File: src/rtl/i2c_multibus_recovery.sv
// i2c_multibus_recovery: stuck-bus monitor and bus-clear engine for up to 16
// open-drain I2C busses. Each bus has a stuck-low timer; one shared FSM runs
// the clear sequence (up to MAX_PULSES SCL pulses, then a STOP) on one bus at
// a time. Build option: define I2C_REC_AUTO_EN to let the lowest-index stuck
// bus launch a recovery on its own when no request is pending.
module i2c_multibus_recovery #(
    parameter int NUM_BUSSES = 16,
    parameter int TIMEOUT_W  = 16,
    parameter int DIV_W      = 12,
    parameter int MAX_PULSES = 9
) (
    input  logic                  clk_i,
    input  logic                  rst_n_i,
    input  logic [NUM_BUSSES-1:0] scl_i,
    input  logic [NUM_BUSSES-1:0] sda_i,
    output logic [NUM_BUSSES-1:0] scl_o,
    output logic [NUM_BUSSES-1:0] sda_o,
    input  logic [TIMEOUT_W-1:0]  cfg_timeout,
    input  logic [DIV_W-1:0]      cfg_half_period,
    input  logic                  rec_req,
    input  logic [3:0]            rec_bus,
    output logic [NUM_BUSSES-1:0] stuck,
    output logic                  busy,
    output logic                  done,
    output logic                  rec_ok,
    output logic [3:0]            rec_pulses
);

    typedef enum logic [3:0] {
        ST_IDLE, ST_CHK, ST_SCL_LO, ST_SCL_HI, ST_STOP_A,
        ST_STOP_B, ST_STOP_C, ST_STOP_D, ST_FAIL, ST_DONE
    } state_t;

    logic [NUM_BUSSES-1:0] scl_s1_q, scl_s2_q, sda_s1_q, sda_s2_q;
    logic [TIMEOUT_W-1:0]  cnt_q [NUM_BUSSES];
    logic [TIMEOUT_W-1:0]  cnt_d [NUM_BUSSES];
    logic [NUM_BUSSES-1:0] cond, bus_oh;
    state_t                state_q;
    logic [3:0]            bus_q, pulses_q, rec_pulses_q;
    logic [DIV_W-1:0]      div_q, hp_m1;
    logic [TIMEOUT_W-1:0]  wait_q;
    logic                  hi_ph_q, scl_drv_q, sda_drv_q;
    logic                  busy_q, done_q, rec_ok_q;
    logic                  scl_sel, sda_sel, tmo_hit, req_ok;
    logic                  launch_go;
    logic [3:0]            launch_idx;

    // A bus is "busy-looking" when SCL is low, or SCL is high with SDA low.
    assign cond    = ~scl_s2_q | ~sda_s2_q;
    assign bus_oh  = NUM_BUSSES'(1) << bus_q;
    assign scl_sel = |(scl_s2_q & bus_oh);
    assign sda_sel = |(sda_s2_q & bus_oh);
    // A programmed half period of 0 behaves like 1.
    assign hp_m1   = (cfg_half_period == '0) ? '0 : cfg_half_period - DIV_W'(1);
    // A zero timeout leaves the SCL-high wait unbounded.
    assign tmo_hit = (cfg_timeout != '0) && (wait_q >= cfg_timeout);
    assign req_ok  = rec_req && ({1'b0, rec_bus} < 5'(NUM_BUSSES));

    // Only the selected bus is ever pulled low; every other line stays released.
    assign scl_o      = ~(bus_oh & {NUM_BUSSES{scl_drv_q}});
    assign sda_o      = ~(bus_oh & {NUM_BUSSES{sda_drv_q}});
    assign busy       = busy_q;
    assign done       = done_q;
    assign rec_ok     = rec_ok_q;
    assign rec_pulses = rec_pulses_q;

    // Two-flop synchronisers on every SCL/SDA pin; idle level is released (1).
    always_ff @(posedge clk_i or negedge rst_n_i) begin
        if (!rst_n_i) begin
            scl_s1_q <= '1;
            scl_s2_q <= '1;
            sda_s1_q <= '1;
            sda_s2_q <= '1;
        end else begin
            scl_s1_q <= scl_i;
            scl_s2_q <= scl_s1_q;
            sda_s1_q <= sda_i;
            sda_s2_q <= sda_s1_q;
        end
    end

    // Per-bus stuck timers: count while the condition holds, saturate at the threshold.
    always_comb begin
        for (int i = 0; i < NUM_BUSSES; i++) begin
            if ((busy_q && bus_oh[i]) || !cond[i]) begin
                cnt_d[i] = '0;
            end else if (cnt_q[i] >= cfg_timeout) begin
                cnt_d[i] = cfg_timeout;
            end else begin
                cnt_d[i] = cnt_q[i] + TIMEOUT_W'(1);
            end
            stuck[i] = (cfg_timeout != '0) && (cnt_q[i] == cfg_timeout);
        end
    end

    // Register the stuck timers.
    always_ff @(posedge clk_i or negedge rst_n_i) begin
        if (!rst_n_i) begin
            for (int i = 0; i < NUM_BUSSES; i++) cnt_q[i] <= '0;
        end else begin
            for (int i = 0; i < NUM_BUSSES; i++) cnt_q[i] <= cnt_d[i];
        end
    end

`ifdef I2C_REC_AUTO_EN
    logic [NUM_BUSSES-1:0] mask_q, auto_cand;
    logic                  auto_hit;
    logic [3:0]            auto_idx;

    // Lowest-index stuck bus that has not already failed a recovery.
    always_comb begin
        auto_cand = stuck & ~mask_q;
        auto_hit  = 1'b0;
        auto_idx  = '0;
        for (int i = NUM_BUSSES - 1; i >= 0; i--) begin
            if (auto_cand[i]) begin
                auto_hit = 1'b1;
                auto_idx = 4'(i);
            end
        end
    end

    // A failed bus stays masked until its line condition actually clears.
    always_ff @(posedge clk_i or negedge rst_n_i) begin
        if (!rst_n_i) begin
            mask_q <= '0;
        end else begin
            mask_q <= (mask_q & ~(~cond & ~(bus_oh & {NUM_BUSSES{busy_q}})))
                    | (bus_oh & {NUM_BUSSES{state_q == ST_FAIL}});
        end
    end

    // Explicit request wins over an automatic launch in the same cycle.
    always_comb begin
        launch_go  = req_ok || auto_hit;
        launch_idx = req_ok ? rec_bus : auto_idx;
    end
`else
    // Recovery starts only from an explicit request.
    always_comb begin
        launch_go  = req_ok;
        launch_idx = rec_bus;
    end
`endif

    // Shared recovery FSM: SCL pulses until SDA frees, then a STOP, one bus at a time.
    always_ff @(posedge clk_i or negedge rst_n_i) begin
        if (!rst_n_i) begin
            state_q      <= ST_IDLE;
            bus_q        <= '0;
            pulses_q     <= '0;
            rec_pulses_q <= '0;
            div_q        <= '0;
            wait_q       <= '0;
            hi_ph_q      <= 1'b0;
            scl_drv_q    <= 1'b0;
            sda_drv_q    <= 1'b0;
            busy_q       <= 1'b0;
            done_q       <= 1'b0;
            rec_ok_q     <= 1'b0;
        end else begin
            done_q <= 1'b0;
            case (state_q)
                ST_IDLE: begin
                    if (launch_go) begin
                        bus_q    <= launch_idx;
                        busy_q   <= 1'b1;
                        pulses_q <= '0;
                        state_q  <= ST_CHK;
                    end
                end
                ST_CHK: begin
                    if (sda_sel) begin
                        scl_drv_q <= 1'b1;
                        div_q     <= hp_m1;
                        state_q   <= ST_STOP_A;
                    end else if (pulses_q == 4'(MAX_PULSES)) begin
                        state_q <= ST_FAIL;
                    end else begin
                        scl_drv_q <= 1'b1;
                        div_q     <= hp_m1;
                        state_q   <= ST_SCL_LO;
                    end
                end
                ST_SCL_LO, ST_STOP_B: begin
                    if (div_q == '0) begin
                        scl_drv_q <= 1'b0;
                        wait_q    <= '0;
                        hi_ph_q   <= 1'b0;
                        state_q   <= (state_q == ST_SCL_LO) ? ST_SCL_HI : ST_STOP_C;
                    end else begin
                        div_q <= div_q - DIV_W'(1);
                    end
                end
                ST_SCL_HI, ST_STOP_C: begin
                    if (!hi_ph_q) begin
                        // Wait out clock stretching before timing the high phase.
                        if (scl_sel) begin
                            hi_ph_q <= 1'b1;
                            div_q   <= hp_m1;
                        end else if (tmo_hit) begin
                            state_q <= ST_FAIL;
                        end else begin
                            wait_q <= wait_q + TIMEOUT_W'(1);
                        end
                    end else if (div_q != '0) begin
                        div_q <= div_q - DIV_W'(1);
                    end else if (state_q == ST_SCL_HI) begin
                        pulses_q <= pulses_q + 4'd1;
                        state_q  <= ST_CHK;
                    end else begin
                        sda_drv_q <= 1'b0;
                        div_q     <= hp_m1;
                        state_q   <= ST_STOP_D;
                    end
                end
                ST_STOP_A: begin
                    if (div_q == '0) begin
                        sda_drv_q <= 1'b1;
                        div_q     <= hp_m1;
                        state_q   <= ST_STOP_B;
                    end else begin
                        div_q <= div_q - DIV_W'(1);
                    end
                end
                ST_STOP_D: begin
                    if (div_q != '0) begin
                        div_q <= div_q - DIV_W'(1);
                    end else if (sda_sel) begin
                        rec_ok_q <= 1'b1;
                        state_q  <= ST_DONE;
                    end else begin
                        state_q <= ST_FAIL;
                    end
                end
                ST_FAIL: begin
                    rec_ok_q  <= 1'b0;
                    scl_drv_q <= 1'b0;
                    sda_drv_q <= 1'b0;
                    state_q   <= ST_DONE;
                end
                ST_DONE: begin
                    done_q       <= 1'b1;
                    busy_q       <= 1'b0;
                    rec_pulses_q <= pulses_q;
                    state_q      <= ST_IDLE;
                end
                default: state_q <= ST_IDLE;
            endcase
        end
    end

endmodule
File: config.mk
export PLATFORM = sky130hd
export DESIGN_NAME = i2c_multibus_recovery
export DESIGN_NICKNAME = d
export VERILOG_FILES = /design/src/rtl/i2c_multibus_recovery.sv
export SDC_FILE = /design/constraint.sdc
export NUM_CORES = 1
export LEC_CHECK = 0
export ABC_AREA = 1
export CAP_MARGIN = 20
export CELL_PAD_IN_SITES_DETAIL_PLACEMENT = 0
export CELL_PAD_IN_SITES_GLOBAL_PLACEMENT = 1
export CORE_MARGIN = 10
export CORE_UTILIZATION = 45
export DETAILED_ROUTE_END_ITERATION = 6
export PLACE_DENSITY_LB_ADDON = 0.1
export SYNTH_ARGS = -nofsm -noshare
export SYNTH_HDL_FRONTEND = slang
export SYNTH_SLANG_ARGS = --single-unit
File: constraint.sdc
create_clock -name clk_i -period 4.6 [get_ports clk_i]
set_input_delay 0.92 -clock clk_i [delete_from_list [all_inputs] [get_ports clk_i]]
set_output_delay 0.92 -clock clk_i [all_outputs]
set_load 0.01 [all_outputs]
Word level (Yosys, flattened, before mapping)
Cells that the tools add are included.

word-level totals
  output and inout port bits = 55
  bits of input ports = 67
  logic and storage cells = 301
  register bits after elaboration = 370

operators by class
  add/sub/neg operators = 20
  multiplexer cells = 85
  bitwise logic cells = 9
  shift operators = 1
  reduce and logical (&&, ||, !) cells = 91
  order comparisons = 17
  equality and inequality tests = 46

operator list
  kind                                                                   number
  16-bit 2-to-1 mux                                                      36
  16-bit by 1-bit adder with 16-bit output, second input constant        17
  16-bit greater-or-equal comparator                                     17
  16-bit equality test                                                   16
  12-bit 2-to-1 mux                                                      10
  16-bit AND                                                             4
  16-bit inverter                                                        4
  12-bit one-hot mux with 5 select lines                                 1
  4-bit 2-to-1 mux                                                       14
  1-bit logical AND                                                      33
  16-bit one-hot mux with 2 select lines                                 1
  16-bit OR reduction                                                    2
  2-bit != test, second input constant                                   14
  4-bit one-hot mux with 7 select lines                                  1
  12-bit zero test                                                       2
  12-bit by 1-bit subtractor with 12-bit output, second input constant   2
  4-bit by 3-bit equality test with 1-bit output, second input constant  4
  1-bit zero test                                                        16
  1-bit logical OR                                                       16
  16-bit bitwise OR                                                      1
  16-bit nonzero test                                                    1
  1-bit by 4-bit << shifter with 16-bit output, first input constant     1
  3-bit != test, second input constant                                   5
  5-bit AND reduction                                                    3
  other kinds (20)                                                       48

Longest topological paths before layout
  depth in word-level cells = 6
  mapped depth = 18
  mapped depth without buffers = 16

Worst setup path before layout
OpenSTA, ideal clock, no wires.

  kind = input port to output port
  from = input port cfg_timeout[15]
  to = output port stuck[1]
  path slack = 1.079 ns
  data required time = 3.680 ns
  stages on the path = 9
  data arrival time = 2.601 ns
  buffers on the path = 1
  path through = inv_1 -> clkbuf_1 -> ha_1 -> nand2_1 -> nor2_1 -> nand2_1 -> nor4_1 -> nand2_1 -> inv_1

on the way
  word-level cells in the longest chain between the ends = 2
  elaborated cells on any way between the ends = 3
  those cells by class = 1 x eq/ne; 2 x reduce/logical

ends and longest elaborated chain
  item                                                                line  RTL
  from (decl)                                                         18    input logic [TIMEOUT_W-1:0] cfg_timeout,
  16-bit equality test / 16-bit nonzero test (equally long branches)  92    stuck[i] = (cfg_timeout != '0) && (cnt_q[i] == cfg_timeout);
  1-bit logical AND (*)                                               92
  to (decl)                                                           22    output logic [NUM_BUSSES-1:0] stuck,

Mark *: on every way between the ends. The rest lies on a longest branch, timed or not.

Worst setup path after layout
  from = input port cfg_timeout[12]
  to = output port stuck[7]

The elaborated chain is that of the path after synthesis.

==> summary.md <==
| Metric | Value |
|---|---|
| Post-CTS Hold Fix Bufs | 0 |
| I/O Pins | 122 |
| Yosys top cell area share | between 20% and 30% |
| CP top delay family | buffers and inverters |
| Count of final hold-check violations | 0 |
| Power Total | 18.1 mW |
| Vias | 25.2k |
| Clock power frac | 21.4% |
| Setup crit start kind | input port |
| Crit path cell chain | clkdlybuf4s50_1 -> inv_2 -> buf_12 -> ha_1 -> nand4_1 -> inv_1 -> nand2_1 -> nor3_1 -> nand2_1 -> inv_1 -> clkdlybuf4s50_1 |
| Cell Rows | 90 |
| Clock Sinks | 370 |
| Fill cells | 6007 |
| Dpl hpwl | 60400 µm |
| Gpl congestion | 0.870 |
| Status | finished clean |
| Share of cells above drive strength 1 | 7.69% |
| Final Critical Period | 4.39 ns |
| 1st-iter DRT viols | 1760 |
| Antenna cells | 0 |
| Slowest-stage cell, CP | clkdlybuf4s50_1 |
| Hold Crit Class | in -> async |
| Synth async-reset ratio | between 90% and 100% |
| Worst EP required | approximately 3.7 ns |
| Max-slew violations | 0 |
| Starting density of the core | 45.3% |
| Area grow syn2layout | 16.2% |
| Drt first pass iters | 6 |
| Comb power frac | 45.9% |
| CP Data Arrival Time | ~3.5 ns |
| Largest net degree at the start of global routing | 96 |
| FF+latch count, synth | 370 |
| Slew headroom | 21.7% |
| GRT Util Overall | 23.6% |
| Unrepaired setup endpoints after global routing | no |
| DRC viols | 0 |
| Initial antenna violation count | 0 |
| Buf/Inv on CP | 6 |
| Die width | 266 µm |
| Final instance area | 31700 µm² |
| Vias in the first global route | 24.7k |
| Yosys warns | 0 |
| Psw | 8.24 mW |
| CTS clk-pin slew, worst paths | 0.06 ns |
| Endpoints failing setup | 0 |
| Fmax | 228 MHz |
| Hold_ws | 0.333 ns |
| Synth Flop Type | dfrtp_1 |
| Worst VDD drop | 0.000313 V |
| Vias per cell | 5.24 |
| WL/cell | 17.4 µm |
| Sequential share of the synthesized area | 34.3% |
| Max_cap viols | 0 |
| Setup CP Type | in -> out |
| Layout Nets | roughly 4.4k |
| Syn Area/Cell | between 7 and 8 µm² |
| Leakage power | 15.8 nW |
| Netlist Area Pre-Place | 27300 µm² |
| CTS H-tree lvls | 2 |
| Antenna-violating nets left | 0 |
| I/O Buffers | 121 |
| Syn_nets | about 4.2k |
| Slew at the pin closest to its max-slew limit | 1.16 ns |
| Post-cts resize count | 0 |
| Placement Cell Area | 30100 µm² |
| Root Driver | clkbuf_16 |
| Tcrit/Tclk final | about 96% |
| Clock Path Buffers | 3 |
| Global-route wire length before repair | about 140000 µm |
| CP Max Fanout | 19 |
| Cell type with the largest total area after synthesis | dfrtp_1 |
| CTS tree | done |
| Distinct cells, synth | 41 |
| Cell internal pwr | 9.89 mW |
| Sequential group share of total power | 32.7% |
| Slowest Stage Delay on Critical Path | 0.62 ns |
| Core ar. | between 60000 and 70000 µm² |
| Die Span Y | about 270 µm |
| Most common cell after layout, fill and taps aside | nand2_1 |
| Most frequent cells in the layout | nand2_1 (1001), nor2_1 (542), inv_1 (363), dfrtp_1 (306), ha_1 (295) |
| Post-Synthesis Cells | 3812 |
| WL final | 83500 µm |
| Clock Latency Late Sink | 0.61 ns |
| Switch share | 45.4% |
| Top post-synthesis cells by area | dfrtp_1 (28%), nand2_1 (14%), ha_1 (14%) |
| Power Density | 572 nW/µm² |
| CP Capture Type | output port |
| Post-CTS Setup Repair Bufs | 0 |
| Final core occ | 52.7% |
| Total CTS buffers | 47 |
| Grt total ovfl | 0 |
| EDFF count, synth | 0 |
| Die area | 70800 µm² |
| Layout Skew | ~0.028 ns |
| Final setup TNS | 0 ns |
per-layer routing:
| metal | vias to the layer above | GRT usage [%] | routed length, µm |
|---|---|---|---|
| li1 | 12900 | - | - |
| met1 | 11653 | 31.7 | 39400 |
| met2 | 494 | 39.4 | 38200 |
| met3 | 117 | 3.27 | 3880 |
| met4 | 0 | 6.22 | 2010 |
| met5 | - | 0 | 0 |
worst paths after layout:
path | to | cells after the start | slack, ns | from
max in group asynchronous | cnt_q[166]$_DFF_PN0_ | 2 | 3.31 | rst_n_i
min in group clk_i | sda_s2_q[10]$_DFF_PN1_ | 0 | 0.35 | sda_s1_q[10]$_DFF_PN1_
worst max-delay path | stuck[7] | 11 | 0.21 | cfg_timeout[12]
worst min-delay path | cnt_q[180]$_DFF_PN0_ | 1 | 0.33 | rst_n_i
worst max register to register | cnt_q[53]$_DFF_PN0_ | 6 | 1.63 | bus_q[0]$_DFFE_PN0P_
worst min register to register | sda_s2_q[10]$_DFF_PN1_ | 0 | 0.35 | sda_s1_q[10]$_DFF_PN1_
registers in the layout, indices dropped and copies added, names as in the netlist, 4 cells and up:
signal and flops:
sda_s1_q 16, scl_s2_q 16, sda_s2_q 16, rec_pulses 4, bus_q 4, scl_s1_q 16, state_q 4, pulses_q 4
wait_q 16, div_q 12, cnt_q 256
power groups by stage:
stage / Sequential, mW / Clock [mW] / Combinational (mW)
final: 5.93 / 3.88 / 8.32
after global routing: 6.11 / 4.10 / 9.77
after CTS: 5.91 / 3.99 / 8.34
after detailed placement: 5.94 / 0 / 8.29
after global placement: 5.96 / 0 / 8.22
after floorplan: 5.45 / 0 / 6.39
through the flow:
| stage | setup slack (ns) | instances |
|---|---|---|
| finish | 0.207 | 4801 |
| global route | 0.0474 | 4801 |
| CTS | 0.171 | 4801 |
| detailed placement | 0.168 | 4721 |
| global placement | 0.202 | 4721 |
| floorplan | 1.08 | 3812 |
logic make-up after synthesis:
logic type,Yosys count,share of synthesized area [%]
compound gates,542,10.6
xor+xnor,121,3.89
fa+ha+maj,295,13.5
buf+inv,474,6.65
flops,370,34.3
simple gates,2010,31.0
area by class of cell:
| class | instances | area [µm²] | area share, % |
|---|---|---|---|
| multi-input combinational | 2968 | 16100 | 50.9 |
| sequential | 370 | 9340 | 29.5 |
| timing repair buffer | 214 | 2180 | 6.90 |
| inverter | 387 | 1450 | 4.59 |
| clock buffer | 63 | 1390 | 4.40 |
| tap | 782 | 978 | 3.09 |
| clock inverter | 17 | 203 | 0.640 |
cell usage after synthesis, types with 9 or more instances:
| cell type | n |
|---|---|
| clkbuf_1 | 80 |
| nand4_1 | 102 |
| o21a_1 | 14 |
| inv_1 | 378 |
| dfrtp_1 | 306 |
| nand2_1 | 1001 |
| a211oi_1 | 22 |
| xor2_1 | 98 |
| xnor2_1 | 23 |
| nor2_1 | 542 |
| nor4_1 | 37 |
| and2_1 | 10 |
| o22ai_1 | 9 |
| ha_1 | 295 |
| nor3_1 | 70 |
| dfstp_2 | 64 |
| o21bai_1 | 10 |
| a21oi_1 | 259 |
| nand3b_1 | 10 |
| o21ai_0 | 198 |
| nand3_1 | 180 |
| or2_2 | 29 |
(Power assumes the default switching activity.)
